==> config.mk <==
export PLATFORM = sky130hd
export DESIGN_NAME = vehicle_request_unit
export DESIGN_NICKNAME = d
export VERILOG_FILES = /design/src/rtl/vru_pkg.sv /design/src/rtl/sensor_debounce.sv /design/src/rtl/vehicle_request_unit.sv
export SDC_FILE = /design/constraint.sdc
export NUM_CORES = 1
export LEC_CHECK = 0
export ABC_AREA = 1
export CORE_UTILIZATION = 50
export DETAILED_ROUTE_END_ITERATION = 10
export HOLD_SLACK_MARGIN = 0.02
export PLACE_DENSITY_LB_ADDON = 0.15
export SYNTH_ARGS = -nofsm -noshare
export SYNTH_HDL_FRONTEND = slang
export SYNTH_SLANG_ARGS = --single-unit
==> constraint.sdc <==
create_clock -name clk -period 2.09 [get_ports clk]
set_clock_uncertainty 0.2 [all_clocks]
set_input_delay 0.3135 -clock clk [delete_from_list [all_inputs] [get_ports clk]]
set_output_delay 0.3135 -clock clk [all_outputs]
set_load 0.005 [all_outputs]
==> src/rtl/vru_pkg.sv <==
// Shared types for the side-road vehicle request unit: FSM states and light codes
// common to the traffic light controller.
package vru_pkg;

  typedef enum logic [1:0] {
    IDLE  = 2'd0,
    WAIT  = 2'd1,
    SERVE = 2'd2
  } vru_state_t;

  localparam logic [1:0] LIGHT_RED    = 2'b00;
  localparam logic [1:0] LIGHT_YELLOW = 2'b01;
  localparam logic [1:0] LIGHT_GREEN  = 2'b10;

endpackage

==> src/rtl/sensor_debounce.sv <==
// Loop-detector conditioning: 2-flop synchronizer, consecutive-sample debounce filter
// and a registered one-cycle pulse on each rising edge of the filtered level.
module sensor_debounce #(
  parameter int unsigned DEB_CYCLES = 4
) (
  input  logic clk,
  input  logic reset,
  input  logic sensor_raw,
  output logic level,
  output logic rise
);

  localparam int unsigned DW = $clog2(DEB_CYCLES + 1);

  logic          sync_q1;
  logic          sync_q2;
  logic [DW-1:0] run_q;
  logic          at_limit;

  assign at_limit = (run_q == DW'(DEB_CYCLES - 1));

  // run_q counts consecutive synchronized samples that disagree with the filtered level
  always_ff @(posedge clk or negedge reset) begin
    if (!reset) begin
      sync_q1 <= 1'b0;
      sync_q2 <= 1'b0;
      run_q   <= '0;
      level   <= 1'b0;
      rise    <= 1'b0;
    end else begin
      sync_q1 <= sensor_raw;
      sync_q2 <= sync_q1;
      rise    <= 1'b0;
      if (sync_q2 != level) begin
        if (at_limit) begin
          level <= sync_q2;
          rise  <= sync_q2;
          run_q <= '0;
        end else begin
          run_q <= run_q + DW'(1);
        end
      end else begin
        run_q <= '0;
      end
    end
  end

endmodule

==> src/rtl/vehicle_request_unit.sv <==
// Side-road vehicle request unit: counts debounced arrivals, raises C toward the light
// controller and drains the count while the side road is green.
// Optional stuck-sensor detection is enabled with macro VRU_STUCK_DETECT_EN.
module vehicle_request_unit
  import vru_pkg::*;
#(
  parameter int unsigned DEB_CYCLES   = 4,
  parameter int unsigned DRAIN_CYCLES = 3,
  parameter int unsigned CNT_W        = 4,
  parameter int unsigned STUCK_CYCLES = 64
) (
  input  logic             clk,
  input  logic             reset,
  input  logic             sensor_raw,
  input  logic [1:0]       nitkRoadLights,
  output logic             C,
  output logic [CNT_W-1:0] car_count,
  output logic             sensor_fault
);

  localparam int unsigned TW = $clog2(DRAIN_CYCLES + 1);
  localparam logic [CNT_W-1:0] CNT_MAX = '1;

  vru_state_t       state_q, state_d;
  logic [TW-1:0]    drain_q, drain_d;
  logic [CNT_W-1:0] count_q, count_d;
  logic             c_q, c_d;
  logic             level;
  logic             arrival;
  logic             green;
  logic             tick;
  logic             fault_d;

  sensor_debounce #(
    .DEB_CYCLES(DEB_CYCLES)
  ) u_debounce (
    .clk        (clk),
    .reset      (reset),
    .sensor_raw (sensor_raw),
    .level      (level),
    .rise       (arrival)
  );

  assign green = (nitkRoadLights == LIGHT_GREEN);

  always_ff @(posedge clk or negedge reset) begin
    if (!reset) begin
      state_q <= IDLE;
      drain_q <= '0;
      count_q <= '0;
      c_q     <= 1'b0;
    end else begin
      state_q <= state_d;
      drain_q <= drain_d;
      count_q <= count_d;
      c_q     <= c_d;
    end
  end

  // Next state, drain timer and vehicle count; codes other than green count as red
  always_comb begin
    state_d = state_q;
    drain_d = drain_q;
    count_d = count_q;
    tick    = 1'b0;
    case (state_q)
      IDLE: begin
        if (arrival) state_d = WAIT;
      end
      WAIT: begin
        if (green) begin
          state_d = SERVE;
          drain_d = '0;
        end
      end
      SERVE: begin
        if (!green) begin
          state_d = WAIT;
          drain_d = '0;
        end else if (drain_q == TW'(DRAIN_CYCLES - 1)) begin
          tick    = 1'b1;
          drain_d = '0;
        end else begin
          drain_d = drain_q + TW'(1);
        end
      end
      default: state_d = IDLE;
    endcase

    // A departure and an arrival in the same cycle cancel out
    if (arrival && !tick) begin
      if (count_q != CNT_MAX) count_d = count_q + CNT_W'(1);
    end else if (tick && !arrival) begin
      if (count_q != '0) count_d = count_q - CNT_W'(1);
    end

    if (state_q == SERVE && green && count_d == '0) begin
      state_d = IDLE;
      drain_d = '0;
    end

    c_d = (state_d != IDLE) | fault_d;
  end

`ifdef VRU_STUCK_DETECT_EN
  localparam int unsigned SW = $clog2(STUCK_CYCLES + 1);

  logic [SW-1:0] stuck_q;
  logic          fault_q;
  logic          stuck_hit;

  assign stuck_hit = level && (stuck_q == SW'(STUCK_CYCLES - 1));
  assign fault_d   = fault_q | stuck_hit;

  // Consecutive filtered-high cycles; the fault flag is sticky until reset
  always_ff @(posedge clk or negedge reset) begin
    if (!reset) begin
      stuck_q <= '0;
      fault_q <= 1'b0;
    end else begin
      if (!level) stuck_q <= '0;
      else if (stuck_q != SW'(STUCK_CYCLES)) stuck_q <= stuck_q + SW'(1);
      if (stuck_hit) fault_q <= 1'b1;
    end
  end

  assign sensor_fault = fault_q;
`else
  logic unused_level;

  assign unused_level = level;
  assign fault_d      = 1'b0;
  assign sensor_fault = 1'b0;
`endif

  assign C         = c_q;
  assign car_count = count_q;

endmodule

==> results.yml, run 1 <==
cells_and_area:
  syn2layout_area_growth_pct: 16.58
  mostFrequentLayoutCell: "nand2_1"
  nNetsFinal: 143
  regArea_um2: 401.6
  fin_cells: 159
  fillers: 161
  final_cell_mix: "nand2_1 (30), inv_1 (16), dfrtp_1 (15)"
  n_antenna_cell: 0
  multi_input_area_um2: 457.9
  layout-drive-gt1-share: 0.2164
setup_path:
  cp-startpoint: "car_count[0]"
  arrival_ns: 1.87
  rr_startpoint: "car_count[0]"
  critical_path_class: "flip-flop to flip-flop"
  cp_cell_sequence: "inv_2, ha_2, nand3_2, nand2_1, o21ai_0, nand2_1, nand2_1, nand2_1, nand2_2, nor2_2, nand2_2, nand2_1, nand2_1"
  startpoint_type: "flip-flop"
  cp_slowest_cell: "dfrtp_1"
  cpMostUsedCell: "nand2_1"
  cpPeakStageDelay_ns: 0.45
  crit_path_end_kind: "flip-flop"
  critPathRequiredTime_ns: 2.07
  worst-path-max-fanout: 5
die:
  start_util: 0.5405
  core_area_um2: 1745
  die_x_um: 45.44
  dieHeight_um: 45.44
  rows: 15
  die_area_um2: 2064
  ioPinCount: 11
global_route:
  grt_overflow: 0
  grtUsageMet2: 0.3000
  grtUsageMet3: 0.02381
  grt_start_max_net_pins: 17
  grt_pass1_wl_mm: 2.918
  grt_pass1_vias: 697
  antenna_found_initial: 0
  groute.usage.overall: 0.1988
  busiest_layer: "met2"
  gr-usage-met1: 0.2727
timing:
  setup_viol: 0
  period_share: 0.9028
  setup_tns_ns: 0
  hold_viol_final: 0
  rsz0062_at_grt: "false"
  fin_crit_ns: 1.887
  clock.fmax_ghz: 0.5300
  final_max_slew_viol_count: 0
synth:
  yosys.area.top_type: "dfrtp_1"
  synthDistinctLibCells: 23
  syn_nets: 130
  yosysTopAreaCellShare: 0.4244
  synth.ff_latch_count: 16
  synthesis.area_um2: 943.4
  yosys-top-cells-area: "dfrtp_1 (42%), nand2_1 (12%), inv_1 (6.8%), nand3_1 (5.3%), nand2_2 (4.6%)"
  synth_warnings: 0
  syn-instance-count: 122
  ys_seq_area_frac: 0.4244
  syn_avg_cell_area_um2: 7.733
placement:
  numPortBuffers: 9
  gp_routability_congestion: 0.9025
  dp_hpwl_mm: 1.324
  placed_cells: 155
clock_network:
  clkTransAtPathRegs_ns: 0.09
  cts_setup_buffers: 0
  clock_latency_ns: 0.28
  clock_sinks: 16
  root_buffer: "clkbuf_4"
  cts_buffers: 3
  cts.htree.levels: 1
  cts_max_path_buffers: 2
  tritoncts: "built"
detailed_routing:
  drt-initial-drc-count: 12
  wl_per_cell_um: 10.62
  vias_per_cell: 4.899
  ant_nets: 0
  vias: 779
  post-route-drc-count: 0
  drt_first_pass_iters: 4
  finalWirelength_mm: 1.688
hold_path:
  hold_path.class: "input pin to asynchronous set/reset pin"
job:
  maxCapViolCount: 0
status:
  status: "completed"
power_and_ir_drop:
  power_density_nw_per_um2: 1119
  p_leak_nw: 0.5459
  finalPower_w: 0.001231
  ir_worst_vdd_uv: 770.6
## where the power goes
part           total, W  internal (W)  switching, W
registers      0.000516      0.000402      0.000113
logic          0.000519      0.000231      0.000288
clock network  0.000196      0.000106     0.0000897
total           0.00123      0.000740      0.000491
## worst max-delay path: cells and delay by family, from the launching register on
kind / cells / cell delay (ns)
adders and majority gates: 1 / 0.20
and+or+nand+nor: 10 / 0.76
AOI/OAI and AO/OA: 1 / 0.07
DFF: 1 / 0.45
buffers and inverters: 1 / 0.11
## cell families after synthesis
family,count (synthesis),share of synthesized area
other,1,0.003975
DFF,16,0.4244
and+or+nand+nor,72,0.3740
buffers and inverters,22,0.09283
adders and majority gates,3,0.03979
xor gates and xnor gates,2,0.01857
AOI/OAI and AO/OA,6,0.04642
## metal layers
layer | vias to the layer above | share of wire
li1 | 402 | -
met1 | 353 | 0.47
met2 | 22 | 0.49
met3 | 2 | 0.032
met4 | 0 | 0.011
met5 | - | 0
## Yosys cell counts, drive strengths merged
cell     n
o21ai    3
nand2   37
nor3     5
ha       3
a21oi    1
conb     1
xor2     1
xnor2    1
buf      2
dfrtp   16
nand3   13
inv     20
nand4    1
o211ai   2
nor2    16
## registers in the layout, indices dropped and copies added (netlist names)
register and cells:
u_debounce.run_q 3, drain_q 2, state_q 2, u_debounce.level 1, u_debounce.sync_q1 1, u_debounce.sync_q2 1
C 1, car_count 4, u_debounce.rise 1
## stage by stage
step                        util  hold slack [ns]  worst slack, ns  instance area [um^2]
after floorplan                -          -0.1821           0.3466                 943.4
after global placement    0.6072           0.1446          0.03031                  1060
after detailed placement  0.6072           0.1363         0.007909                  1060
after CTS                 0.6280           0.1470           0.1499                  1096
after global routing      0.6301           0.1744          0.02088                  1100
final                     0.6301           0.1519           0.2031                  1100
## path summary, 6_finish.rpt
kind,endpoint,slack [ns],depth (start not counted)
max,drain_q[0],0.20,13
min,state_q[1],0.15,2
max reg2reg,drain_q[0],0.20,13
min reg2reg,u_debounce.sync_q2,0.17,0
max in group asynchronous,car_count[1],1.35,2
min in group clk,u_debounce.sync_q2,0.17,0
## timing repair
action	4_1_cts	5_1_grt
gates resized for setup	0	3
hold buffers	0	0
endpoints found under the setup margin	0	4
## cell type report
cell class,count,area share
clock buffers,4,0.03299
repair buffers,10,0.08874
well taps,25,0.02844
multi-input cells,84,0.4164
inverters,20,0.06826
flip-flops and latches,16,0.3652
No activity file was read; power rests on OpenSTA's default activity.
==> run 2, diff against run 1 <==
--- a/config.mk
+++ b/config.mk
@@ -7,9 +7,11 @@
 export LEC_CHECK = 0
 export ABC_AREA = 1
 export CORE_UTILIZATION = 50
+export CTS_CLUSTER_DIAMETER = 80
 export DETAILED_ROUTE_END_ITERATION = 10
 export HOLD_SLACK_MARGIN = 0.02
 export PLACE_DENSITY_LB_ADDON = 0.15
 export SYNTH_ARGS = -nofsm -noshare
 export SYNTH_HDL_FRONTEND = slang
 export SYNTH_SLANG_ARGS = --single-unit
+export TNS_END_PERCENT = 1
==> results of run 2 <==
Same layout as run 1: the final DEF is identical, and so are final timing and power.
